--- src/rtl/axis_reg_slice_pipe.sv ---
// AXI-Stream register-slice pipeline: STAGES cascaded skid-buffer slices carrying data+last.
// Optional completed-packet counter on pkt_cnt when AXIS_PKT_CNT_EN is defined.

module axis_reg_slice #(
  parameter int unsigned BEAT_W = 9
) (
  input  logic              clk,
  input  logic              rst,
  input  logic [BEAT_W-1:0] in_beat,
  input  logic              in_valid,
  output logic              in_ready,
  output logic [BEAT_W-1:0] out_beat,
  output logic              out_valid,
  input  logic              out_ready
);

  typedef enum logic [1:0] {
    EMPTY = 2'd0,
    ONE   = 2'd1,
    FULL  = 2'd2
  } state_t;

  state_t            state_q, state_d;
  logic [BEAT_W-1:0] main_q, main_d;
  logic [BEAT_W-1:0] skid_q, skid_d;
  logic              main_valid_q, main_valid_d;
  logic              skid_valid_q, skid_valid_d;
  logic              ready_q, ready_d;
  logic              in_acc;
  logic              out_acc;

  assign in_acc  = in_valid && ready_q;
  assign out_acc = main_valid_q && out_ready;

  // State and storage registers
  always_ff @(posedge clk or negedge rst) begin
    if (!rst) begin
      state_q      <= EMPTY;
      main_q       <= '0;
      skid_q       <= '0;
      main_valid_q <= 1'b0;
      skid_valid_q <= 1'b0;
      ready_q      <= 1'b0;
    end else begin
      state_q      <= state_d;
      main_q       <= main_d;
      skid_q       <= skid_d;
      main_valid_q <= main_valid_d;
      skid_valid_q <= skid_valid_d;
      ready_q      <= ready_d;
    end
  end

  // Next-state and datapath steering
  always_comb begin
    state_d      = state_q;
    main_d       = main_q;
    skid_d       = skid_q;
    main_valid_d = main_valid_q;
    skid_valid_d = skid_valid_q;
    unique case (state_q)
      EMPTY: begin
        if (in_acc) begin
          main_d       = in_beat;
          main_valid_d = 1'b1;
          state_d      = ONE;
        end
      end
      ONE: begin
        if (in_acc && out_acc) begin
          main_d = in_beat;
        end else if (in_acc) begin
          skid_d       = in_beat;
          skid_valid_d = 1'b1;
          state_d      = FULL;
        end else if (out_acc) begin
          main_valid_d = 1'b0;
          state_d      = EMPTY;
        end
      end
      FULL: begin
        // ready is low here, so only the drain side can move
        if (out_acc) begin
          main_d       = skid_q;
          skid_valid_d = 1'b0;
          state_d      = ONE;
        end
      end
      default: begin
        state_d      = EMPTY;
        main_valid_d = 1'b0;
        skid_valid_d = 1'b0;
      end
    endcase
    ready_d = !skid_valid_d;
  end

  assign in_ready  = ready_q;
  assign out_beat  = main_q;
  assign out_valid = main_valid_q;

endmodule

module axis_reg_slice_pipe #(
  parameter int unsigned DATA_W = 8,
  parameter int unsigned STAGES = 2
) (
  input  logic              clk,
  input  logic              rst,
  input  logic [DATA_W-1:0] s_data,
  input  logic              s_valid,
  output logic              s_ready,
  input  logic              s_last,
  output logic [DATA_W-1:0] m_data,
  output logic              m_valid,
  input  logic              m_ready,
  output logic              m_last
`ifdef AXIS_PKT_CNT_EN
  ,
  output logic [31:0]       pkt_cnt
`endif
);

  localparam int unsigned BEAT_W = DATA_W + 1;

  if (STAGES < 1 || STAGES > 8) begin : g_bad_stages
    $fatal(1, "axis_reg_slice_pipe: STAGES must be 1..8");
  end
  if (DATA_W < 1 || DATA_W > 512) begin : g_bad_width
    $fatal(1, "axis_reg_slice_pipe: DATA_W must be 1..512");
  end

  // Link i feeds slice i; link STAGES is the master side
  logic [STAGES:0][BEAT_W-1:0] link_beat;
  logic [STAGES:0]             link_valid;
  logic [STAGES:0]             link_ready;

  assign link_beat[0]       = {s_last, s_data};
  assign link_valid[0]      = s_valid;
  assign s_ready            = link_ready[0];
  assign link_ready[STAGES] = m_ready;

  for (genvar i = 0; i < STAGES; i++) begin : g_slice
    axis_reg_slice #(
      .BEAT_W(BEAT_W)
    ) u_slice (
      .clk      (clk),
      .rst      (rst),
      .in_beat  (link_beat[i]),
      .in_valid (link_valid[i]),
      .in_ready (link_ready[i]),
      .out_beat (link_beat[i+1]),
      .out_valid(link_valid[i+1]),
      .out_ready(link_ready[i+1])
    );
  end

  assign m_data  = link_beat[STAGES][DATA_W-1:0];
  assign m_last  = link_beat[STAGES][DATA_W];
  assign m_valid = link_valid[STAGES];

`ifdef AXIS_PKT_CNT_EN
  // Counts output handshakes that close a packet; wraps naturally
  always_ff @(posedge clk or negedge rst) begin
    if (!rst) begin
      pkt_cnt <= '0;
    end else if (m_valid && m_ready && m_last) begin
      pkt_cnt <= pkt_cnt + 32'd1;
    end
  end
`endif

endmodule

--- config.mk ---
export PLATFORM = sky130hd
export DESIGN_NAME = axis_reg_slice_pipe
export DESIGN_NICKNAME = d
export VERILOG_FILES = /design/src/rtl/axis_reg_slice_pipe.sv
export SDC_FILE = /design/constraint.sdc
export NUM_CORES = 1
export LEC_CHECK = 0
export CORE_UTILIZATION = 56
export CTS_CLUSTER_DIAMETER = 30
export CTS_CLUSTER_SIZE = 14
export DETAILED_ROUTE_END_ITERATION = 12
export GPL_ROUTABILITY_DRIVEN = 0
export GPL_TIMING_DRIVEN = 0
export PLACE_DENSITY_LB_ADDON = 0.15
export SYNTH_ARGS = -nofsm -noshare
export SYNTH_HDL_FRONTEND = slang
export SYNTH_HIERARCHICAL = 1
export SYNTH_SLANG_ARGS = --single-unit
--- constraint.sdc ---
create_clock -name clk -period 2.2 [get_ports clk]
set_clock_uncertainty 0.15 [all_clocks]
set_input_delay 0.44 -clock clk [delete_from_list [all_inputs] [get_ports clk]]
set_output_delay 0.44 -clock clk [all_outputs]
set_load 0.02 [all_outputs]
# Yosys cells after proc, flatten, opt, wreduce, memory -nomap -nowiden
# Cells that the tools add are included.
totals:
  ff_bits: 46
  inputBits: 13
  out_inout_bits: 11
  word_cells: 90
op_classes:
  n_eq_ne: 18
  mux: 37
  bitwise: 4
  reduce_logical: 19
op_table:
  columns: ["operator", "count"]
  rows:
  - ["$mux 9", 6]
  - ["$pmux 9 s3", 2]
  - ["$mux 2", 9]
  - ["$reduce_and 4->1", 4]
  - ["$mux 1", 14]
  - ["$ne 2x1->1 const B", 7]
  - ["$pmux 1 s3", 4]
  - ["$pmux 2 s3", 2]
  - ["$ne 2x2->1 const B", 5]
  - ["$reduce_and 5->1", 2]
  - ["$reduce_and 3->1", 2]
  - ["$reduce_bool 3->1", 2]
  - ["$logic_and 1x1->1", 5]
  - ["$eq 2x1->1 const B", 2]
  - ["$eq 2x2->1 const B", 2]
  - ["$logic_not 2->1", 2]
  - ["$not 1->1", 4]
  - ["$ne 3x1->1 const B", 1]
  - ["$ne 3x2->1 const B", 1]
  - ["$logic_not 1->1", 2]

# Depth between registers and ports, before layout
# Gate-level depths: netlist of run 1.
logic_depth:
  ltp_word: 5
  mapped_depth: 4
  ltp_nobuf: 3

# Hierarchy
# The synthesis of run 1 kept the hierarchy.
by_module_without_submodules:
  columns: ["module", "n_inst", "cells_each", "area_per_inst_um2", "seq_area_each_um2"]
  rows:
  - ["axis_reg_slice", 2, 73, 1142.3, 575.6]

# Worst setup path before layout of run 1
# Ideal clock, no wire load.
synth_path:
  path_kind: "register to register"
  startpoint: "register g_slice[1].u_slice.state_q[1]"
  endpoint: "register g_slice[1].u_slice.main_q[0]"
  setup_ns: 0.125
  t_arrival_ns: 1.361
  t_required_ns: 1.925
  path_slack_ns: 0.564
  stages_incl_launch_ff: 5
  n_path_buf: 1
  synth_period_minus_slack_ns: 1.636
  cell_sequence: "dfrtp_1 nor2b_2 buf_6 mux2_4 mux2_4"
synth_between:
  elab_chain_len: 3
  word_cells_on_any_way: 9
  classes_between: "eq/ne (5); mux (1); reduce/logical (3)"
synth_rtl:
  columns: ["element", "line_no", "rtl"]
  rows:
  - ["start, declared", "23", "state_t state_q, state_d;"]
  - ["start signal, assigned", "45", "state_q <= state_d;"]
  - ["$eq 2x2->1 (tied with other cells)", "61", "unique case (state_q)"]
  - ["$ne 2x1->1 (no source line) (tied with other cells)", null, null]
  - ["$reduce_and 4->1 (no source line)", null, null]
  - ["end signal, assigned", "46", "main_q <= main_d;"]
  - ["end, declared", "24", "logic [BEAT_W-1:0] main_q, main_d;"]
# Several ways; a longest one is shown, not always the timed one.
# A chain may end at the register's enable or synchronous reset.

# Worst setup path in the final report of run 1
layout_path:
  startpoint: "register g_slice[1].u_slice.main_valid_q"
  endpoint: "output m_valid"
layout_rtl:
  columns: ["element", "line_no", "rtl"]
  rows:
  - ["start, declared", "26", "logic main_valid_q, main_valid_d;"]
  - ["start signal, assigned", "48", "main_valid_q <= main_valid_d;"]
  - ["end, declared", "115", "output logic m_valid,"]
# No word-level cell between the ends.

==> run summary, run 1 <==
The flow ran to the end, and the final reports show no timing, DRC or antenna violations. The count of cells along the worst register-to-register path is 4. The post-synthesis instance area came out at 2280 µm². Counting the buffers created by CTS gives 5. STA classifies the critical path endpoint as a primary output. The met2 layer usage reported by global route came out at 0.338. Clock tree synthesis found a total of 46 sinks. The remaining global-route overflow is 0. The number of synthesis warnings is 6. The placeable core region came out at 3800 µm².

The maximum clock insertion buffer count came out at 2. In this run the critical register-to-register path is launched from g_slice[1].u_slice/state_q[1]$_DFFE_PN0P_. The number of stages on the worst hold path came out at 1. 24 I/O pins were placed. Measured against its own limit, the worst slew margin works out to 0.738.

The number of antenna repair diodes is 0. The worst-case hold path end point is g_slice[0].u_slice/skid_q[3]$_DFFE_PN0P_. The CTS tree is done.

The cell area after placement came out at 2590 µm². The floorplan die width is 65.9 µm. The critical path goes through clkdlybuf4s50_1. The maximum number of pins on one net before global-route repair came out at 32.

The net count after synthesis came out at 159. The critical path in this run is classified as flip-flop to primary output. The largest individual stage delay along the critical path comes from the cell sky130_fd_sc_hd__clkdlybuf4s50_1. Setup repair after global routing left no endpoint under its margin. The HPWL after detailed placement came out at 2.64 mm. The count of unresolved DRC violations after routing is 0. For the pin with the worst max-slew slack, the measured transition is 0.393 ns.

The clock-pin slew of the registers on the worst-case setup and hold paths came out at 0.08 ns. The count of pins over their slew limit came out at 0. The area occupied by multi-input gates is 1080 µm². The number of fillers in the final layout is 246. The insertion delay of the later-clocked pin in the worst-skew pair came out at 0.29 ns. The number of port buffers came out at 23. The average instance in the mapped netlist occupies 15.6 µm². The portion of netlist area occupied by mux cells is 0.334. The number of rows in the core area came out at 22. On the critical path the largest part of the delay comes from buffers and inverters. The worst register-to-register path ends at g_slice[1].u_slice/out_beat[7]$_DFFE_PN0P_. The hold violation total from the final report came out at 0. In this run, distinct cell masters in the synthesized netlist total 23. Of the cells placed in the final design, the portion with a size suffix greater than 1 is 0.453. The net count of the finished layout is 191. From bottom edge to top edge, the die measures 65.9 µm. The path length in cells of the critical path is 1. The maximum fanout count along the critical path came out at 5.

The final period demand of the worst path came out at 1.97 ns. The count of mapped cells out of synthesis came out at 146. The routed via count is 1229.

The initial cell density of the core came out at 0.601. The final worst-path cycle share is 0.897. For this design the ratio of total power to cell area is 559 nW/µm². The post-synthesis share of cell area spent on and, or, nand and nor gates is 0.0482. The cell area after layout came out at 2710 µm². The worst hold path class is flip-flop to flip-flop. The cell chosen for the clock root is sky130_fd_sc_hd__clkbuf_8. For this run, the total global-route usage over all layers was measured as 0.190. The total die area is 4340 µm².

The first-pass GRT wire length came out at 6.16 mm. The initial antenna violation count came out at 0. In the routed layout, each cell is associated on average with a via count of 5.41.

The count of instances resized after the clock tree is built came out at 0. The leakage power summed over all cells is 1.32 nW. Data arrives at the worst endpoint at 1.38 ns. The maximum cell stage delay along the critical path is 0.64 ns. The number of global-route vias before repair came out at 1332. The deepest level of the CTS H-tree came out at 2. The global routing usage on met1 came out at 0.222.

The worst setup path is launched from a flip-flop. The maximum operating frequency is 507 MHz. By area, the combinational part of the netlist is dominated by multiplexers. The maximum vdd ir drop is 503 µV. Of the total synthesized cell area, the portion taken by XOR and XNOR cells is 0.

The first-iteration detailed-routing DRC count came out at 42. The met3 routing resource usage after global routing came out at 0.0379. The sequential cells in the finished layout cover a total of 1150 µm². Counting both buffers and inverters, the worst setup path holds a total of 1. The cell count after placement came out at 218.

The area share of fa/ha/maj cells after synthesis is 0. In this run the register-to-register setup slack is 0.44 ns. The routed wire length came out at 3.48 mm. The count of placed standard cells in the final layout, fillers left out came out at 227.

The max-cap check violation count is 0. The number of detailed-routing iterations run before antenna repair is 4. The count of nets left with antenna violations after detail routing is 0. The critical path data required time is 1.61 ns. The global routing stage identified its most utilized layer as met2. For this run, the register share of the synthesized area comes to 0.504. The routed wirelength normalized by instance count came out at 15.3 µm. Setup violations remaining at the end of the flow were counted as 0. The count of state elements after synthesis came out at 46. The share of the synthesized area in compound gates (AO/OA/AOI/OAI) is 0.0909. The startpoint identified for the worst hold timing path is g_slice[0].u_slice/skid_q[3]$_DFFE_PN0P_.

The synthesis-to-finish area growth is 18.6%.
-- synth_stat cells --
master	count	area [µm²]
sky130_fd_sc_hd__nand2_4	2	22.5
sky130_fd_sc_hd__and2_1	2	12.5
sky130_fd_sc_hd__o22ai_1	2	12.5
sky130_fd_sc_hd__a21oi_1	4	20.0
sky130_fd_sc_hd__mux2_4	36	541
sky130_fd_sc_hd__mux2i_1	2	20.0
sky130_fd_sc_hd__nand3b_1	2	15.0
sky130_fd_sc_hd__nor2b_2	2	17.5
sky130_fd_sc_hd__nand2_1	2	7.51
sky130_fd_sc_hd__buf_4	2	15.0
sky130_fd_sc_hd__o2bb2ai_4	2	55.1
sky130_fd_sc_hd__inv_1	4	15.0
sky130_fd_sc_hd__a211o_2	2	20.0
sky130_fd_sc_hd__buf_6	2	22.5
sky130_fd_sc_hd__a31oi_1	2	12.5
sky130_fd_sc_hd__a21boi_4	2	37.5
sky130_fd_sc_hd__dfrtp_1	46	1150
sky130_fd_sc_hd__o21ai_0	2	10.0
sky130_fd_sc_hd__nor2_1	4	15.0
sky130_fd_sc_hd__o32a_2	2	22.5
sky130_fd_sc_hd__mux2_2	18	203
sky130_fd_sc_hd__o32ai_1	2	17.5
sky130_fd_sc_hd__and3b_2	2	20.0
-- flip-flops by register name (all words and copies together), names as in the netlist --
signal / cells
g_slice.u_slice/state_q: 4
g_slice.u_slice/in_ready: 2
g_slice.u_slice/out_beat: 18
g_slice.u_slice/skid_valid_q: 2
g_slice.u_slice/skid_q: 18
g_slice.u_slice/out_valid: 2
-- stage by stage --
step	setup WS [ns]	setup TNS, ns	hold WS, ns	util	power (mW)
final	0.226	0	0.364	0.713	1.52
after CTS	0.217	0	0.363	0.713	1.53
after global placement	-0.520	-23.83	0.337	0.678	0.919
after global routing	0.169	0	0.378	0.713	1.57
after detailed placement	0.0683	0	0.234	0.682	0.926
after floorplan	0.564	0	-0.00559	-	0.879
-- timing repair --
item / 4_1_cts / 5_1_grt
hold buffers: 1 / 0
setup buffers: 0 / 0
setup endpoints to repair: 0 / 0
endpoints found under the hold margin: 15 / 0
-- layout by cell type, fill, tap and decap left out, types with 4 or more instances in the layout --
cell,instances
sky130_fd_sc_hd__nor2_1,4
sky130_fd_sc_hd__a21oi_1,4
sky130_fd_sc_hd__dfrtp_1,46
sky130_fd_sc_hd__clkbuf_8,5
sky130_fd_sc_hd__mux2_4,36
sky130_fd_sc_hd__inv_1,4
sky130_fd_sc_hd__clkdlybuf4s50_1,22
sky130_fd_sc_hd__mux2_2,18
-- cells by family (layout without fill, tap and decap cells) --
group | Yosys count | count (layout)
flops | 46 | 46
simple gates | 16 | 16
compound gates | 20 | 20
mux | 56 | 56
buf+inv | 8 | 41
-- area by class of cell --
class,instances,area share
inverter,4,0.00554
tap,48,0.0222
timing repair buffer,25,0.0942
clock buffer,6,0.0268
sequential,46,0.425
buffer,4,0.0139
multi-input combinational,92,0.399
clock inverter,2,0.0139
-- where the power goes --
group          switching (mW)  total, mW  internal (mW)
combinational          0.0280     0.0640         0.0359
clock                   0.268      0.607          0.339
sequential        0.000000941      0.845          0.845
-- metal layers --
layer	vias to the layer above	part of all wire	wire length (µm)
met1	607	0.45	1580
met3	4	0.031	108
met4	0	0.0098	34
li1	594	-	-
met2	24	0.51	1760
met5	-	0	0
-- worst max-delay path by stage --
stage	start	slack, ns	to
after floorplan	g_slice[1].u_slice/state_q[1]$_DFFE_PN0P_	0.56	g_slice[1].u_slice/out_beat[0]$_DFFE_PN0P_
after global placement	rst	-0.52	g_slice[0].u_slice/skid_q[6]$_DFFE_PN0P_
after detailed placement	m_ready	0.07	g_slice[1].u_slice/out_beat[7]$_DFFE_PN0P_
after CTS	g_slice[1].u_slice/out_valid$_DFFE_PN0P_	0.22	m_valid
after global routing	g_slice[1].u_slice/out_valid$_DFFE_PN0P_	0.17	m_valid
final	g_slice[1].u_slice/out_valid$_DFFE_PN0P_	0.23	m_valid
(Power assumes the default switching activity.)
==> run 2, diff against run 1 <==
--- a/config.mk
+++ b/config.mk
@@ -5,10 +5,11 @@
 export SDC_FILE = /design/constraint.sdc
 export NUM_CORES = 1
 export LEC_CHECK = 0
-export CORE_UTILIZATION = 56
+export CORE_UTILIZATION = 62
 export CTS_CLUSTER_DIAMETER = 30
 export CTS_CLUSTER_SIZE = 14
 export DETAILED_ROUTE_END_ITERATION = 12
+export DONT_BUFFER_PORTS = 1
 export GPL_ROUTABILITY_DRIVEN = 0
 export GPL_TIMING_DRIVEN = 0
 export PLACE_DENSITY_LB_ADDON = 0.15
==> run 2 against run 1 <==
Compared with the run above: routed wire length is 3.1% lower; highest routed layer unchanged; largest cell class unchanged; combinational power shrank 36%; utilization is 0.45 points higher; setup slack better by 0.15 ns; register-to-register slack worse by 0.07 ns; clock-buffer cell count rose by 1; critical endpoint is now g_slice[1].u_slice/out_beat[7]$_DFFE_PN0P_; die area fell by 9.4%.
==> run summary, run 2 (synthesis gave the netlist of run 1 again) <==
The cell count after placement is 192 (-12%). The net count of the finished layout came out at 168 (-12%). The critical path data required time is 2.23 ns (+0.62 ns). The maximum fanout count along the critical path came out at 10 (+5). The detail-routed via count per cell came out at 5.89 (+8.7%). The storage element area came to 1150 µm² (unchanged). The final period demand of the worst path came to 1.83 ns (-0.147 ns). The leakage power summed over all cells is 1.24 nW (-6.4%).

The synthesis-to-finish area growth is 8.16%. The met2 layer usage reported by global route is 0.329 (-0.00921). The deepest level of the CTS H-tree is 2 (unchanged). The total negative slack for setup checks came out at 0 ns (unchanged).

The data arrival time of the critical path is 1.85 ns (+0.47 ns). The count of unresolved DRC violations after routing is 0 (unchanged). The HPWL after detailed placement was 2.35 mm (-11%).

The worst setup path is launched from a flip-flop. The count of pins over their slew limit is 0 (unchanged). The count of nets left with antenna violations after detail routing is 0 (unchanged). The min-delay analysis places its worst path in the category input port to flip-flop. The met3 routing resource usage after global routing came to 0.0566 (+0.0186). The cell area after placement is 2340 µm² (-9.6%).

The area occupied by multi-input gates is 1080 µm² (unchanged). The number of buffers inserted by post-CTS setup repair is 0 (unchanged). The maximum operating frequency is 548 MHz (+8.1%). The relative slew slack is 0.734 (-0.00366).

The clock-pin slew of the registers on the worst-case setup and hold paths is 0.08 ns (about the same). The first-pass GRT wire length was 5.91 mm (-4.1%). The CTS tree is done.

The number of primary I/O pins is 24 (unchanged). The number of antenna repair diodes is 0 (unchanged). The maximum vdd ir drop is 502 µV (-0.18%). Setup repair after global routing left no endpoint under its margin. Leaving out fill and tap cells, the most frequent cell in the layout is sky130_fd_sc_hd__dfrtp_1. The number of CTS-inserted buffers was 5 (unchanged). The floorplan die width is 62.7 µm (-4.8%). The first-iteration detailed-routing DRC count came out at 66 (+57%).

The initial antenna violation count is 0 (unchanged). The type of the setup path with the least slack is flip-flop to flip-flop. The flow ran to the end, and the final reports show no timing, DRC or antenna violations. The number of rows in the core area came to 21 (-4.5%). The peak-usage layer in the global routing report is met2. The cell area after layout came to 2470 µm² (-8.8%). The portion of total power attributed to the clock network is 0.366 (-0.034). The insertion delay of the later-clocked pin in the worst-skew pair is 0.29 ns (about the same). The routed via count is 1189 (-3.3%).

The number of port buffers came out at 0 (-100%). The overall fraction of global-route tracks in use came out at 0.197 (+0.00754). The hold violation total from the final report is 0 (unchanged).

The proportion of layout cells with a drive suffix above 1 came out at 0.513 (+0.0603). The ratio of total power to cell area came to 565 nW/µm² (+1.1%). The number of detailed-routing iterations run before antenna repair is 4 (unchanged).

The max-cap check violation count is 0 (unchanged). The cell-internal power is 1.12 mW (-8.3%). The maximum number of pins on one net before global-route repair is 47 (+47%). The final core utilization is 0.718 (+0.00448). The count of placed standard cells in the final layout, fillers left out is 202 (-11%). The final worst-path cycle share came out at 0.830 (-0.0669). The library cells used most frequently in the layout, excluding fill and tap cells, are 46 x sky130_fd_sc_hd__dfrtp_1, 36 x sky130_fd_sc_hd__mux2_4, 18 x sky130_fd_sc_hd__mux2_2.

The cell chosen for the clock root is sky130_fd_sc_hd__clkbuf_8. The total die area is 3930 µm² (-9.4%). The placeable core region is 3440 µm² (-9.4%). The transition time at the pin with the least slew margin came out at 0.398 ns (+0.00549 ns). The initial cell density of the core was 0.664 (+0.0623). STA classifies the critical path endpoint as a flip-flop. The clock sink count was 46 (unchanged). The remaining global-route overflow came to 0 (unchanged).

The number of fillers in the final layout came to 239 (-2.8%). The net switching power was 0.278 mW (-6.0%). The share of power burned in registers is 0.605 (+0.048). The routed wirelength normalized by instance count is 16.7 µm (+8.9%). The switching power as a share of total power is 0.199 (+0.00400). The maximum clock insertion buffer count came to 2 (unchanged).

The number of global-route vias before repair is 1255 (-5.8%). The routed wire length came to 3.37 mm (-3.1%). The number of failing setup endpoints in the final timing report is 0 (unchanged). The die boundary height is 62.7 µm (-4.8%). The global routing usage on met1 came to 0.248 (+0.0255). The share of power burned in combinational logic came to 0.030 (-0.012). The total power is 1.40 mW (-7.9%).
run 2: path summary, 6_finish.rpt:
path / from / endpoint / slack (ns) / cells past startpoint
min in group asynchronous: rst / g_slice[1].u_slice/out_beat[6]$_DFFE_PN0P_ / 0.52 / 2
min: s_data[2] / g_slice[0].u_slice/skid_q[2]$_DFFE_PN0P_ / 0.15 / 1
max reg2reg: g_slice[1].u_slice/state_q[1]$_DFFE_PN0P_ / g_slice[1].u_slice/out_beat[7]$_DFFE_PN0P_ / 0.37 / 4
max in group asynchronous: rst / g_slice[0].u_slice/skid_q[7]$_DFFE_PN0P_ / 1.18 / 2
min reg2reg: g_slice[0].u_slice/skid_q[2]$_DFFE_PN0P_ / g_slice[0].u_slice/skid_q[2]$_DFFE_PN0P_ / 0.36 / 1
max: g_slice[1].u_slice/state_q[1]$_DFFE_PN0P_ / g_slice[1].u_slice/out_beat[7]$_DFFE_PN0P_ / 0.37 / 4
run 2: power groups by stage:
stage               Clock (mW)  Sequential, mW  Combinational (mW)
finish                   0.510           0.845              0.0412
global route             0.565           0.845              0.0464
CTS                      0.524           0.845              0.0429
detailed placement           0           0.862              0.0186
global placement             0           0.862              0.0183
floorplan                    0           0.862              0.0170
run 2: critical path, stage by stage, from the launching register on:
cell                      delay (ns)
sky130_fd_sc_hd__dfrtp_1        0.48
sky130_fd_sc_hd__nor2b_2        0.29
sky130_fd_sc_hd__buf_6          0.21
sky130_fd_sc_hd__mux2_4         0.32
sky130_fd_sc_hd__mux2_4         0.27
run 2: per-stage QoR:
| step | worst slack (ns) | hold WS (ns) |
|---|---|---|
| finish | 0.374 | 0.146 |
| global route | 0.325 | 0.135 |
| CTS | 0.397 | 0.141 |
| detailed placement | 0.432 | -0.00440 |
| global placement | 0.489 | -0.00468 |
| floorplan | 0.564 | -0.00559 |
run 2: layout make-up:
type,count,share of cell area
inverters,4,0.00608
well taps,46,0.0233
clock inverters,1,0.00203
clock buffers,7,0.0349
flip-flops and latches,46,0.466
multi-input cells,92,0.437
plain buffers,4,0.0152
repair buffers,2,0.0152
run 2: what timing repair did:
action | in CTS | in global routing
hold buffers | 2 | 0
endpoints found under the hold margin | 46 | 0
resized for setup | 0 | 0
endpoints found under the setup margin | 0 | 0
run 2: metal layers:
metal  share of wire  vias to the layer above
met5               0                        -
met3           0.045                        6
li1                -                      554
met1            0.45                      598
met2            0.50                       31
met4           0.011                        0
==> run 3, diff against run 2 <==
==> constraint.sdc (replaced) <==
create_clock -name clk -period 1.8 [get_ports clk]
set_clock_uncertainty 0.15 [all_clocks]
set_input_delay 0.36 -clock clk [delete_from_list [all_inputs] [get_ports clk]]
set_output_delay 0.36 -clock clk [all_outputs]
set_load 0.02 [all_outputs]
==> run 3 against run 2 <==
Compared with the run above: register-to-register slack got worse by 0.32 ns; maximum frequency rose by 4.4%; clock power rose by 23%; global-route usage did not move; via count rose by 0.84%; final cell count did not move; critical path depth did not move; routed wire length rose by 0.12%; sequential share of layout area barely moved.
==> run summary, run 3 (synthesis gave the netlist of run 1 again) <==
The maximum operating frequency came out at 572 MHz (+4.4%). The final worst-path cycle share is 0.972 (+0.142). The count of unresolved DRC violations after routing came out at 0 (unchanged). The maximum fanout count along the critical path is 9 (-1). The least setup slack across all paths after layout is 0.0504 ns (-0.323 ns). The max-cap check violation count was 0 (unchanged).

The area growth from synthesis to layout is 8.49%. The initial antenna violation count came out at 0 (unchanged). The floorplan die width came out at 62.7 µm (unchanged).

The wire length on met1 is 1.47 mm (-2.6%). The first-iteration detailed-routing DRC count is 60 (-9.1%). The data arrival time of the critical path is 1.78 ns (-0.07 ns). TritonCTS built the clock tree. The detail-routed via count per cell is 5.94 (+0.84%). The number of port buffers was 0 (unchanged). The overall fraction of global-route tracks in use came out at 0.197 (unchanged). The total met2 wirelength after detailed routing came out at 1.72 mm (+2.6%).

The total power came out at 1.71 mW (+22%). The clock-pin slew of the registers on the worst-case setup and hold paths is 0.08 ns (about the same). Clock tree synthesis selected as its root buffer the cell sky130_fd_sc_hd__clkbuf_8. The transition time at the pin with the least slew margin came out at 0.398 ns (-0.000585 ns). The net count of the finished layout is 168 (unchanged). The number of CTS-inserted buffers is 5 (unchanged).

The maximum clock insertion buffer count came out at 2 (unchanged). The met3 layer wire length in the routed design was 152 µm (-0.65%). The detailed router used layers up to and including met4. Setup repair after global routing left no endpoint under its margin.

The proportion of layout cells with a drive suffix above 1 is 0.526 (+0.0128). The deepest level of the CTS H-tree came out at 2 (unchanged). The die boundary height came to 62.7 µm (unchanged).

The number of stages on the worst hold path was 1 (unchanged). The cell count after placement is 192 (unchanged). The HPWL after detailed placement is 2.35 mm (unchanged). The total die area is 3930 µm² (unchanged).

The number of failing setup endpoints in the final timing report is 0 (unchanged). The count of placed standard cells in the final layout, fillers left out is 202 (unchanged). The leading cell type in the layout, fill and taps excluded is sky130_fd_sc_hd__dfrtp_1. The number of antenna repair diodes was 0 (unchanged). The leakage power summed over all cells came out at 1.24 nW (-0.26%). The cell area after placement came out at 2340 µm² (unchanged). The first-pass GRT wire length came out at 5.91 mm (unchanged). The maximum vdd ir drop is 614 µV (+22%). For this design, the slowest cell found on the critical path is sky130_fd_sc_hd__dfrtp_1.

The routed wirelength normalized by instance count came out at 16.7 µm (+0.12%). Walking the worst path, the cells encountered are and2_1, buf_4, o2bb2ai_4, mux2_4. The clock sink count came out at 46 (unchanged). The number of buffers inserted by post-CTS setup repair came out at 0 (unchanged). The number of detailed-routing iterations run before antenna repair is 4 (unchanged). The remaining global-route overflow is 0 (unchanged). The path class of the tightest hold or removal check is input port to flip-flop. The maximum number of pins on one net before global-route repair came out at 47 (unchanged). The initial cell density of the core came out at 0.664 (unchanged). The count of pins over their slew limit was 0 (unchanged).

The setup path with the least slack is of type flip-flop to flip-flop. The routed wire length is 3.38 mm (+0.12%). The routed via count came out at 1199 (+0.84%). The total negative slack for setup checks came out at 0 ns (unchanged). The maximum cell stage delay along the critical path was 0.56 ns (+0.08 ns). The final period demand of the worst path is 1.75 ns (-0.0768 ns). The critical path data required time came to 1.83 ns (-0.40 ns). The placeable core region is 3440 µm² (unchanged). The minimum setup slack after placement came out at 0.0318 ns (-0.400 ns). STA classifies the critical path startpoint as a flip-flop.

The run finished with clean final reports. The ratio of total power to cell area came out at 689 nW/µm² (+22%). The number of fillers in the final layout is 236 (-1.3%). The cell area after layout came to 2480 µm² (+0.30%). The insertion delay of the later-clocked pin in the worst-skew pair was 0.29 ns (about the same). The number of global-route vias before repair was 1255 (unchanged).

The relative slew slack was 0.734 (about the same). The number of rows in the core area was 21 (unchanged). The hold violation total from the final report is 0 (unchanged). The top cell types in the final layout, fill and taps aside, are 44 x sky130_fd_sc_hd__dfrtp_1, 36 x sky130_fd_sc_hd__mux2_4, 18 x sky130_fd_sc_hd__mux2_2.

The number of primary I/O pins came out at 24 (unchanged). The count of nets left with antenna violations after detail routing is 0 (unchanged). The worst setup path is captured at a flip-flop. The count of cells along the worst register-to-register path is 4 (unchanged).
## run 3: layout make-up
class	count	area (µm²)	area share
Sequential cell	46	1150	0.465
Buffer	4	37.5	0.0151
Multi-Input combinational cell	92	1090	0.438
Clock buffer	7	86.3	0.0348
Clock inverter	1	5.00	0.00202
Inverter	4	15.0	0.00606
Timing Repair Buffer	2	37.5	0.0151
Tap cell	46	57.6	0.0232
## run 3: final timing paths
kind / from / end / slack [ns]
setup / recovery: g_slice[1].u_slice/out_valid$_DFFE_PN0P_ / g_slice[1].u_slice/out_beat[7]$_DFFE_PN0P_ / 0.05
hold / removal: s_data[2] / g_slice[0].u_slice/skid_q[2]$_DFFE_PN0P_ / 0.07
setup reg to reg: g_slice[1].u_slice/out_valid$_DFFE_PN0P_ / g_slice[1].u_slice/out_beat[7]$_DFFE_PN0P_ / 0.05
hold reg to reg: g_slice[0].u_slice/skid_q[2]$_DFFE_PN0P_ / g_slice[0].u_slice/skid_q[2]$_DFFE_PN0P_ / 0.36
max in group asynchronous: rst / g_slice[0].u_slice/state_q[1]$_DFFE_PN0P_ / 0.84
min in group asynchronous: rst / g_slice[1].u_slice/out_beat[6]$_DFFE_PN0P_ / 0.43
## run 3: repair_timing
item,in CTS,in global routing
setup endpoints to repair,1,12
endpoints found under the hold margin,46,0
gates resized for setup,1,2
hold buffers,2,0
## run 3: stage by stage
stage	util	hold WS [ns]
global route	0.720	0.0546
global placement	0.680	-0.0847
detailed placement	0.680	-0.0844
CTS	0.719	0.0608
finish	0.720	0.0655
floorplan	-	-0.0856
## run 3: where the power goes
part	switching (mW)	internal, mW
sequential	0.00000197	1.03
combinational	0.0258	0.0243
clock	0.315	0.310
## run 3: critical path, delay by kind of cell (launching register included)
family	cells	cell delay (ns)
buffers and inverters	1	0.15
AOI/OAI and AO/OA	1	0.24
muxes	1	0.35
DFF	1	0.56
and+or+nand+nor	1	0.18
## run 3: per-layer routing
| layer | GRT usage | vias up |
|---|---|---|
| met3 | 0.0566 | 6 |
| met2 | 0.329 | 31 |
| met5 | 0 | - |
| li1 | - | 556 |
| met1 | 0.248 | 606 |
| met4 | 0.0610 | 0 |
